===== src/rtl/alu_op_issuer_if.sv =====
// Request/response bundle between an instruction source and the ALU issuer.
// Valid/ready: a transfer happens on a rising edge where valid && ready; the sender holds valid and payload stable until then.
interface alu_op_issuer_if;
    logic        req_valid;
    logic        req_ready;
    logic [5:0]  req_opcode;
    logic [5:0]  req_funct;
    logic [31:0] req_rs_val;
    logic [31:0] req_rt_val;
    logic [15:0] req_imm;

    logic        rsp_valid;
    logic        rsp_ready;
    logic [31:0] rsp_result;
    logic        rsp_zero;
    logic        rsp_branch_taken;
    logic        rsp_illegal;

    modport slave (
        input  req_valid, req_opcode, req_funct, req_rs_val, req_rt_val, req_imm,
        output req_ready,
        output rsp_valid, rsp_result, rsp_zero, rsp_branch_taken, rsp_illegal,
        input  rsp_ready
    );

    modport master (
        output req_valid, req_opcode, req_funct, req_rs_val, req_rt_val, req_imm,
        input  req_ready,
        input  rsp_valid, rsp_result, rsp_zero, rsp_branch_taken, rsp_illegal,
        output rsp_ready
    );
endinterface


===== src/rtl/alu_op_issuer.sv =====
// Issue-side controller for a combinational 32-bit ALU: decodes one request, drives registered
// operands for one EXEC cycle, captures the result and hands it back over valid/ready.
module alu_op_issuer #(
    parameter int CNT_W = 16
) (
    input  logic               clk,
    input  logic               rst_n,
    alu_op_issuer_if.slave     bus,
    output logic [31:0]        alu_src1,
    output logic [31:0]        alu_src2,
    output logic [2:0]         alu_control,
    input  logic [31:0]        alu_result,
    input  logic               alu_zero,
    output logic [CNT_W-1:0]   ops_done,
    output logic [1:0]         dbg_state
);

    localparam logic [2:0] ALU_ADD = 3'b000;
    localparam logic [2:0] ALU_SUB = 3'b001;
    localparam logic [2:0] ALU_AND = 3'b010;
    localparam logic [2:0] ALU_OR  = 3'b011;
    localparam logic [2:0] ALU_XOR = 3'b100;
    localparam logic [2:0] ALU_NOR = 3'b101;

    typedef enum logic [1:0] {
        S_IDLE = 2'd0,
        S_EXEC = 2'd1,
        S_RESP = 2'd2
    } state_e;

    state_e             state_q, state_d;
    logic [31:0]        src1_q, src1_d;
    logic [31:0]        src2_q, src2_d;
    logic [2:0]         ctrl_q, ctrl_d;
    logic               beq_q, beq_d;
    logic               bne_q, bne_d;
    logic [31:0]        result_q, result_d;
    logic               zero_q, zero_d;
    logic               taken_q, taken_d;
    logic               illegal_q, illegal_d;
    logic [CNT_W-1:0]   ops_q, ops_d;

    logic               dec_legal;
    logic [2:0]         dec_ctrl;
    logic [31:0]        dec_src2;
    logic               dec_beq;
    logic               dec_bne;
    logic [31:0]        imm_sext;
    logic [31:0]        imm_zext;

    assign imm_sext = {{16{bus.req_imm[15]}}, bus.req_imm};
    assign imm_zext = {16'h0000, bus.req_imm};

    always_comb begin
        dec_legal = 1'b0;
        dec_ctrl  = ALU_ADD;
        dec_src2  = bus.req_rt_val;
        dec_beq   = 1'b0;
        dec_bne   = 1'b0;
        case (bus.req_opcode)
            6'h00: begin
                dec_legal = 1'b1;
                case (bus.req_funct)
                    6'h20, 6'h21: dec_ctrl = ALU_ADD;
                    6'h22, 6'h23: dec_ctrl = ALU_SUB;
                    6'h24:        dec_ctrl = ALU_AND;
                    6'h25:        dec_ctrl = ALU_OR;
                    6'h26:        dec_ctrl = ALU_XOR;
                    6'h27:        dec_ctrl = ALU_NOR;
                    default:      dec_legal = 1'b0;
                endcase
            end
            6'h08, 6'h09: begin
                dec_legal = 1'b1;
                dec_ctrl  = ALU_ADD;
                dec_src2  = imm_sext;
            end
            // Logical immediates zero-extend, unlike the arithmetic ones.
            6'h0C: begin
                dec_legal = 1'b1;
                dec_ctrl  = ALU_AND;
                dec_src2  = imm_zext;
            end
            6'h0D: begin
                dec_legal = 1'b1;
                dec_ctrl  = ALU_OR;
                dec_src2  = imm_zext;
            end
            6'h0E: begin
                dec_legal = 1'b1;
                dec_ctrl  = ALU_XOR;
                dec_src2  = imm_zext;
            end
            6'h04: begin
                dec_legal = 1'b1;
                dec_ctrl  = ALU_SUB;
                dec_beq   = 1'b1;
            end
            6'h05: begin
                dec_legal = 1'b1;
                dec_ctrl  = ALU_SUB;
                dec_bne   = 1'b1;
            end
            default: dec_legal = 1'b0;
        endcase
    end

    always_comb begin
        state_d   = state_q;
        src1_d    = src1_q;
        src2_d    = src2_q;
        ctrl_d    = ctrl_q;
        beq_d     = beq_q;
        bne_d     = bne_q;
        result_d  = result_q;
        zero_d    = zero_q;
        taken_d   = taken_q;
        illegal_d = illegal_q;
        ops_d     = ops_q;
        case (state_q)
            S_IDLE: begin
                if (bus.req_valid) begin
                    if (dec_legal) begin
                        src1_d  = bus.req_rs_val;
                        src2_d  = dec_src2;
                        ctrl_d  = dec_ctrl;
                        beq_d   = dec_beq;
                        bne_d   = dec_bne;
                        state_d = S_EXEC;
                    end else begin
                        // Illegal ops never reach the ALU; ALU-facing registers keep the last issue.
                        result_d  = 32'h0000_0000;
                        zero_d    = 1'b0;
                        taken_d   = 1'b0;
                        illegal_d = 1'b1;
                        state_d   = S_RESP;
                    end
                end
            end
            S_EXEC: begin
                result_d  = alu_result;
                zero_d    = alu_zero;
                taken_d   = (beq_q & alu_zero) | (bne_q & ~alu_zero);
                illegal_d = 1'b0;
                state_d   = S_RESP;
            end
            S_RESP: begin
                if (bus.rsp_ready) begin
                    ops_d   = ops_q + CNT_W'(1);
                    state_d = S_IDLE;
                end
            end
            default: state_d = S_IDLE;
        endcase
    end

    always_ff @(posedge clk or negedge rst_n) begin
        if (!rst_n) begin
            state_q   <= S_IDLE;
            src1_q    <= '0;
            src2_q    <= '0;
            ctrl_q    <= '0;
            beq_q     <= 1'b0;
            bne_q     <= 1'b0;
            result_q  <= '0;
            zero_q    <= 1'b0;
            taken_q   <= 1'b0;
            illegal_q <= 1'b0;
            ops_q     <= '0;
        end else begin
            state_q   <= state_d;
            src1_q    <= src1_d;
            src2_q    <= src2_d;
            ctrl_q    <= ctrl_d;
            beq_q     <= beq_d;
            bne_q     <= bne_d;
            result_q  <= result_d;
            zero_q    <= zero_d;
            taken_q   <= taken_d;
            illegal_q <= illegal_d;
            ops_q     <= ops_d;
        end
    end

    assign bus.req_ready        = (state_q == S_IDLE);
    assign bus.rsp_valid        = (state_q == S_RESP);
    assign bus.rsp_result       = result_q;
    assign bus.rsp_zero         = zero_q;
    assign bus.rsp_branch_taken = taken_q;
    assign bus.rsp_illegal      = illegal_q;
    assign alu_src1             = src1_q;
    assign alu_src2             = src2_q;
    assign alu_control          = ctrl_q;
    assign ops_done             = ops_q;
    assign dbg_state            = state_q;

endmodule


===== src/flat_wrapper.sv =====
// flat-port wrapper written by rule: the top's interface ports become plain ports
module alu_op_issuer_flat 
#(
    parameter int CNT_W = 16
)
  (clk, rst_n, alu_src1, alu_src2, alu_control, alu_result, alu_zero, ops_done, dbg_state, bus_req_valid, bus_req_opcode, bus_req_funct, bus_req_rs_val, bus_req_rt_val, bus_req_imm, bus_req_ready, bus_rsp_valid, bus_rsp_result, bus_rsp_zero, bus_rsp_branch_taken, bus_rsp_illegal, bus_rsp_ready);
  alu_op_issuer_if bus_i ();
  input  logic clk;
  input  logic rst_n;
  output logic [31:0] alu_src1;
  output logic [31:0] alu_src2;
  output logic [2:0] alu_control;
  input  logic [31:0] alu_result;
  input  logic alu_zero;
  output logic [CNT_W-1:0] ops_done;
  output logic [1:0] dbg_state;
  input wire logic [$bits(bus_i.req_valid)-1:0] bus_req_valid;
  input wire logic [$bits(bus_i.req_opcode)-1:0] bus_req_opcode;
  input wire logic [$bits(bus_i.req_funct)-1:0] bus_req_funct;
  input wire logic [$bits(bus_i.req_rs_val)-1:0] bus_req_rs_val;
  input wire logic [$bits(bus_i.req_rt_val)-1:0] bus_req_rt_val;
  input wire logic [$bits(bus_i.req_imm)-1:0] bus_req_imm;
  output wire logic [$bits(bus_i.req_ready)-1:0] bus_req_ready;
  output wire logic [$bits(bus_i.rsp_valid)-1:0] bus_rsp_valid;
  output wire logic [$bits(bus_i.rsp_result)-1:0] bus_rsp_result;
  output wire logic [$bits(bus_i.rsp_zero)-1:0] bus_rsp_zero;
  output wire logic [$bits(bus_i.rsp_branch_taken)-1:0] bus_rsp_branch_taken;
  output wire logic [$bits(bus_i.rsp_illegal)-1:0] bus_rsp_illegal;
  input wire logic [$bits(bus_i.rsp_ready)-1:0] bus_rsp_ready;
  assign bus_i.req_valid = bus_req_valid;
  assign bus_i.req_opcode = bus_req_opcode;
  assign bus_i.req_funct = bus_req_funct;
  assign bus_i.req_rs_val = bus_req_rs_val;
  assign bus_i.req_rt_val = bus_req_rt_val;
  assign bus_i.req_imm = bus_req_imm;
  assign bus_req_ready = bus_i.req_ready;
  assign bus_rsp_valid = bus_i.rsp_valid;
  assign bus_rsp_result = bus_i.rsp_result;
  assign bus_rsp_zero = bus_i.rsp_zero;
  assign bus_rsp_branch_taken = bus_i.rsp_branch_taken;
  assign bus_rsp_illegal = bus_i.rsp_illegal;
  assign bus_i.rsp_ready = bus_rsp_ready;
  alu_op_issuer #(.CNT_W(CNT_W)) u_core (.clk(clk), .rst_n(rst_n), .bus(bus_i), .alu_src1(alu_src1), .alu_src2(alu_src2), .alu_control(alu_control), .alu_result(alu_result), .alu_zero(alu_zero), .ops_done(ops_done), .dbg_state(dbg_state));
endmodule

===== config.mk =====
export PLATFORM = sky130hd
export DESIGN_NAME = alu_op_issuer_flat
export DESIGN_NICKNAME = d
export VERILOG_FILES = /design/src/rtl/alu_op_issuer_if.sv /design/src/rtl/alu_op_issuer.sv /design/src/flat_wrapper.sv
export SDC_FILE = /design/constraint.sdc
export NUM_CORES = 1
export LEC_CHECK = 0
export ABC_AREA = 1
export BUFFER_PORTS_ARGS = -buffer_cell sky130_fd_sc_hd__buf_2
export CAP_MARGIN = 20
export CORE_UTILIZATION = 48
export CTS_CLUSTER_DIAMETER = 120
export DETAILED_ROUTE_END_ITERATION = 12
export PLACE_DENSITY = 0.84
export SKIP_CTS_REPAIR_TIMING = 1
export SYNTH_ARGS = -nofsm -noshare
export SYNTH_HDL_FRONTEND = slang
export SYNTH_SLANG_ARGS = --single-unit

===== constraint.sdc =====
create_clock -name clk -period 1.7 [get_ports clk]
set_clock_uncertainty 0.1 [all_clocks]
set_input_delay 0.34 -clock clk [delete_from_list [all_inputs] [get_ports clk]]
set_output_delay 0.34 -clock clk [all_outputs]
set_load 0.01 [all_outputs]

# Word-level counts from Yosys, hierarchy flattened

Index checks and enable logic that the tools add are counted.

Register bits after elaboration: 122
Input port bits: 129
Output and inout port bits: 122
Word-level logic and storage cells: 70

Add/sub/neg operators: 1
Eq/ne operators: 20
Muxes and demuxes: 21
Bitwise gates (word level): 4
Reduce and logical (&&, ||, !) cells: 13

Operators with widths:

| operator                                                              | count |
|---|---|
| 32-bit case mux with 2 select lines                                   | 2 |
| 32-bit 2-to-1 mux                                                     | 2 |
| 6-bit equality test, second input constant                            | 8 |
| 6-bit by 4-bit equality test with 1-bit output, second input constant | 5 |
| 3-bit case mux with 5 select lines                                    | 2 |
| 16-bit by 1-bit adder with 16-bit output, second input constant       | 1 |
| 6-bit by 3-bit equality test with 1-bit output, second input constant | 2 |
| 1-bit case mux with 2 select lines                                    | 4 |
| 8-bit OR reduction                                                    | 1 |
| 1-bit 2-to-1 mux                                                      | 7 |
| 7-bit OR reduction                                                    | 1 |
| 6-bit zero test                                                       | 1 |
| 2-bit 2-to-1 mux                                                      | 3 |
| 2-bit case mux with 3 select lines                                    | 1 |
| 3-bit AND reduction                                                   | 2 |
| 2-bit OR reduction                                                    | 3 |
| 2-bit != test, second input constant                                  | 2 |
| 2-bit AND reduction                                                   | 2 |
| 3-bit OR reduction                                                    | 1 |
| 1-bit bitwise AND                                                     | 2 |
| 2-bit by 1-bit equality test with 1-bit output, second input constant | 1 |
| 2-bit equality test, second input constant                            | 1 |
| 2-bit zero test                                                       | 1 |
| 2-bit by 1-bit != test with 1-bit output, second input constant       | 1 |
| other kinds (3)                                                       | 3 |

# Depth between registers and ports, before layout

Word-level depth: 7
Mapped depth: 10
Mapped depth without buffers: 9

# Worst setup path after synthesis

No wires, ideal clock.

Kind: register to register
Start point: register u_core.state_q[1], in the netlist u_core.dbg_state[1]
End point: register u_core.src2_q[6], in the netlist u_core.alu_src2[6]
Library setup time: 0.065 ns
Data arrival time: 1.380 ns
Required time: 1.535 ns
Slack: 0.155 ns
Cell stages (with the launch flop): 7
Buffers on the path: 3
Period minus slack after synthesis: 1.545 ns
Cells stage by stage: dfrtp_1 -> buf_4 -> nor3_4 -> buf_2 -> buf_2 -> nand3_1 -> nand2_1

Word-level cells in the longest chain between the ends: 2

Ends and longest elaborated chain:

| what                          | RTL line             | text |
|---|---|---|
| start: declaration            | alu_op_issuer.sv:31  | `state_e state_q, state_d;` |
| start signal: assignment      | alu_op_issuer.sv:171 | `state_q <= state_d;` |
| 2-bit zero test               | alu_op_issuer.sv:120 | `case (state_q)` |
| 3-bit AND reduction (no line) | n/a                  |  |
| end signal: assignment        | alu_op_issuer.sv:173 | `src2_q <= src2_d;` |
| end: declaration              | alu_op_issuer.sv:33  | `logic [31:0] src2_q, src2_d;` |

No other way between the ends.
A chain may end at the register's enable or synchronous reset.

# Worst setup path in the final report

Start point: register u_core.state_q[1], in the netlist u_core.dbg_state[1]
End point: output port bus_req_ready

Word-level cells in the longest chain between the ends: 1

Ends and longest elaborated chain:

| what             | RTL line             | text |
|---|---|---|
| 2-bit zero test  | alu_op_issuer.sv:185 | `assign bus.req_ready = (state_q == S_IDLE);` |
| end: declaration | flat_wrapper.sv:23   | `output wire logic [$bits(bus_i.req_ready)-1:0] bus_req_ready;` |

No other way between the ends.

==> flow_metrics.py <==
metrics = {
    "run_status": {
        "status": "complete, no violations",
    },
    "routing": {
        "drt_iter0_drc": 421,
        "ant_nets": 0,
        "drc": 0,
        "viasPerCell": 5.05,
        "vias": 5720,
        "firstDrtPassIters": 5,
        "wl_per_cell_um": 14.0,
        "wirelength_um": 15800,
    },
    "sta": {
        "fin_hold_ws_ns": 0.0346,
        "final-hold-violation-count": 0,
        "finalCritPeriodShare": 0.966,
        "setup_tns_ns": 0,
        "slew_viol_final": 0,
        "final-setup-viol-count": 0,
        "worst_slew_pin_slew_ns": 0.423,
        "fin_crit_ns": 1.64,
        "fmax_mhz": 609,
        "relSlewSlack": 0.718,
    },
    "flow_run": {
        "maxCapViolCount": 0,
    },
    "power_and_ir_drop": {
        "clkPwrFrac": 0.349,
        "seqPwrFrac": 0.403,
        "pwr_density_cell_nw_per_um2": 1290,
        "p_switching_mw": 3.28,
        "intPower_mw": 6.87,
        "vdd_drop_max_mv": 0.816,
        "leakagePower_nw": 4.71,
        "switching_share": 0.323,
        "pwr-share-comb": 0.248,
    },
    "yosys": {
        "avgSynthCellArea_um2": 8.02,
        "synth_cells": 708,
        "synth_warnings": 0,
        "ys_ff_latch": 122,
        "synth_top_area_cell": "dfrtp_1",
        "yosys.cell_types.count": 29,
        "yosysTopAreaCellShare": 0.537,
        "synthesis.area_um2": 5680,
        "ys_seq_area_frac": 0.537,
        "synth_fp_nets": 838,
        "synth_area_leaders": "dfrtp_1 54%, nand2_1 20%, nand3_1 13%",
    },
    "critical_path": {
        "regToRegEndpoint": "u_core.ops_done[9]",
        "worstPathArrival_ns": 1.20,
        "reg2reg_from": "u_core.dbg_state[0]",
        "r2r_cells": 7,
        "worst_setup_path_start_kind": "flip-flop",
        "rrSetupSlack_ns": 0.10,
        "path_class": "flip-flop to output pin",
        "critPathMaxFanout": 4,
        "worstSetupEndpointType": "output pin",
        "critPathRequiredTime_ns": 1.26,
    },
    "hold_path": {
        "holdPathEnd": "u_core.bus.rsp_result[21]",
        "hold_class": "primary input to flip-flop",
        "min_from": "alu_result[21]",
        "worstHoldPathCells": 3,
    },
    "global_route": {
        "antenna_found_initial": 0,
        "grt_usage": 0.266,
        "grt_pass1_wl_um": 26200,
        "gr-total-overflow": 0,
        "grt_pass1_vias": 5495,
        "grt_max_degree": 57,
    },
    "clocking": {
        "cts.path.max_buffers": 2,
        "tritoncts": "built",
        "root_buffer": "clkbuf_16",
        "clk_latency_ns": 0.41,
        "cts_sinks": 122,
        "cts_buffers": 17,
        "cts_max_level": 4,
        "clkTransAtPathRegs_ns": 0.06,
    },
    "floorplanning": {
        "die_w_um": 111,
        "core-area_um2": 11500,
        "start_util": 0.495,
        "num_rows": 39,
        "die-area_um2": 12300,
        "chipHeight_um": 111,
        "ios": 251,
    },
    "layout": {
        "area_delta_synth_final_pct": 38.1,
        "antennaDiodeCount": 0,
        "drive_gt1_frac": 0.342,
        "final_nets": 1106,
    },
    "placement": {
        "hpwl_um": 11200,
        "place.gp.congestion": 0.836,
        "portBuffers": 250,
    },
}
[power by group through the flow]
stage	Clock [mW]	Combinational [mW]	Sequential, mW
2_1_floorplan	0	0.916	4.40
3_3_place_gp	0	2.41	4.10
3_5_place_dp	0	2.50	4.10
4_1_cts	3.62	2.50	4.09
5_1_grt	3.76	2.79	4.17
6_report	3.54	2.52	4.09
[worst max-delay path, stage by stage, from the launching register on]
cell	delay, ns
dfrtp_2	0.42
buf_4	0.15
nor2_1	0.09
buf_2	0.13
[worst max-delay path by stage]
stage,startpoint,endpoint,slack (ns),depth (start not counted)
detailed placement,bus_req_opcode[3],u_core.alu_src1[3],-0.06,11
global placement,bus_req_opcode[5],u_core.alu_src1[17],-0.01,10
finish,u_core.dbg_state[1],bus_req_ready,0.06,3
global route,u_core.dbg_state[1],bus_req_ready,-0.01,3
CTS,u_core.dbg_state[1],bus_rsp_valid,-0.06,4
floorplan,u_core.dbg_state[1],u_core.alu_src2[6],0.16,6
[routing by layer]
| metal | routed length [um] | global-route usage |
|---|---|---|
| met1 | 6640 | 0.337 |
| met2 | 7790 | 0.440 |
| met3 | 1260 | 0.0826 |
| met4 | 122 | 0.0738 |
| met5 | 0 | 0 |
[flip-flops by register name, summed over array words and instances (netlist names)]
signal                       cells
u_core.bus.rsp_zero              1
u_core.ops_done                 16
u_core.beq_q                     1
u_core.alu_control               3
u_core.alu_src1                 32
u_core.bus.rsp_illegal           1
u_core.dbg_state                 2
u_core.bus.rsp_branch_taken      1
u_core.bus.rsp_result           32
u_core.bne_q                     1
u_core.alu_src2                 32
[cells by family (layout without fill, tap and decap cells)]
logic type,Yosys count,after routing,share of synthesized area
AO/OA/AOI/OAI,13,13,0.0132
AND/OR/NAND/NOR,490,490,0.370
adder cells (fa/ha/maj),1,1,0.00220
buffers and inverters,72,353,0.0619
XOR/XNOR,10,10,0.0154
flip-flops,122,122,0.537
[layout by cell type, fill, tap and decap left out, types with 7 or more instances in the layout]
master / instances
clkbuf_16: 17
nor2_1: 24
buf_2: 249
o21ai_0: 7
nand3_1: 147
dfrtp_1: 121
nand2_1: 296
inv_1: 29
buf_4: 32
[Yosys cell counts]
cell      number
a21oi_1        3
nor3_4         1
nand2_4        1
nand2_2        1
o211ai_1       1
nand3b_1       1
nor2_4         1
nand4_1        5
o21ai_2        1
nand2_1      296
nor3_1         5
nand2b_1       1
buf_2          8
nor2_1        25
xnor2_1        4
xor2_1         6
inv_2          4
o21ai_0        7
dfrtp_1      122
nor2_2         4
inv_1         29
nand3_1      147
buf_4          9
nand3_2        2
clkbuf_1      14
buf_6          5
a21oi_2        1
ha_1           1
buf_1          3
[cell type report]
cell class | instances | area [um2]
multi-input combinational | 514 | 2280
tap | 143 | 179
sequential | 122 | 3050
clock buffer | 18 | 439
fill | 957 | 3620
clock inverter | 14 | 146
inverter | 33 | 124
timing repair buffer | 288 | 1620
[stage by stage]
| step | setup WS [ns] | area (um2) | util | total power [mW] | cells |
|---|---|---|---|---|---|
| after floorplan | 0.155 | 5680 | - | 5.32 | 708 |
| after global placement | -0.0110 | 7220 | 0.629 | 6.51 | 1096 |
| after detailed placement | -0.0646 | 7220 | 0.629 | 6.60 | 1096 |
| after CTS | -0.0640 | 7800 | 0.680 | 10.2 | 1128 |
| after global routing | -0.0102 | 7840 | 0.684 | 10.7 | 1132 |
| final | 0.0585 | 7840 | 0.684 | 10.2 | 1132 |
Power figures use the tool's default switching activity.
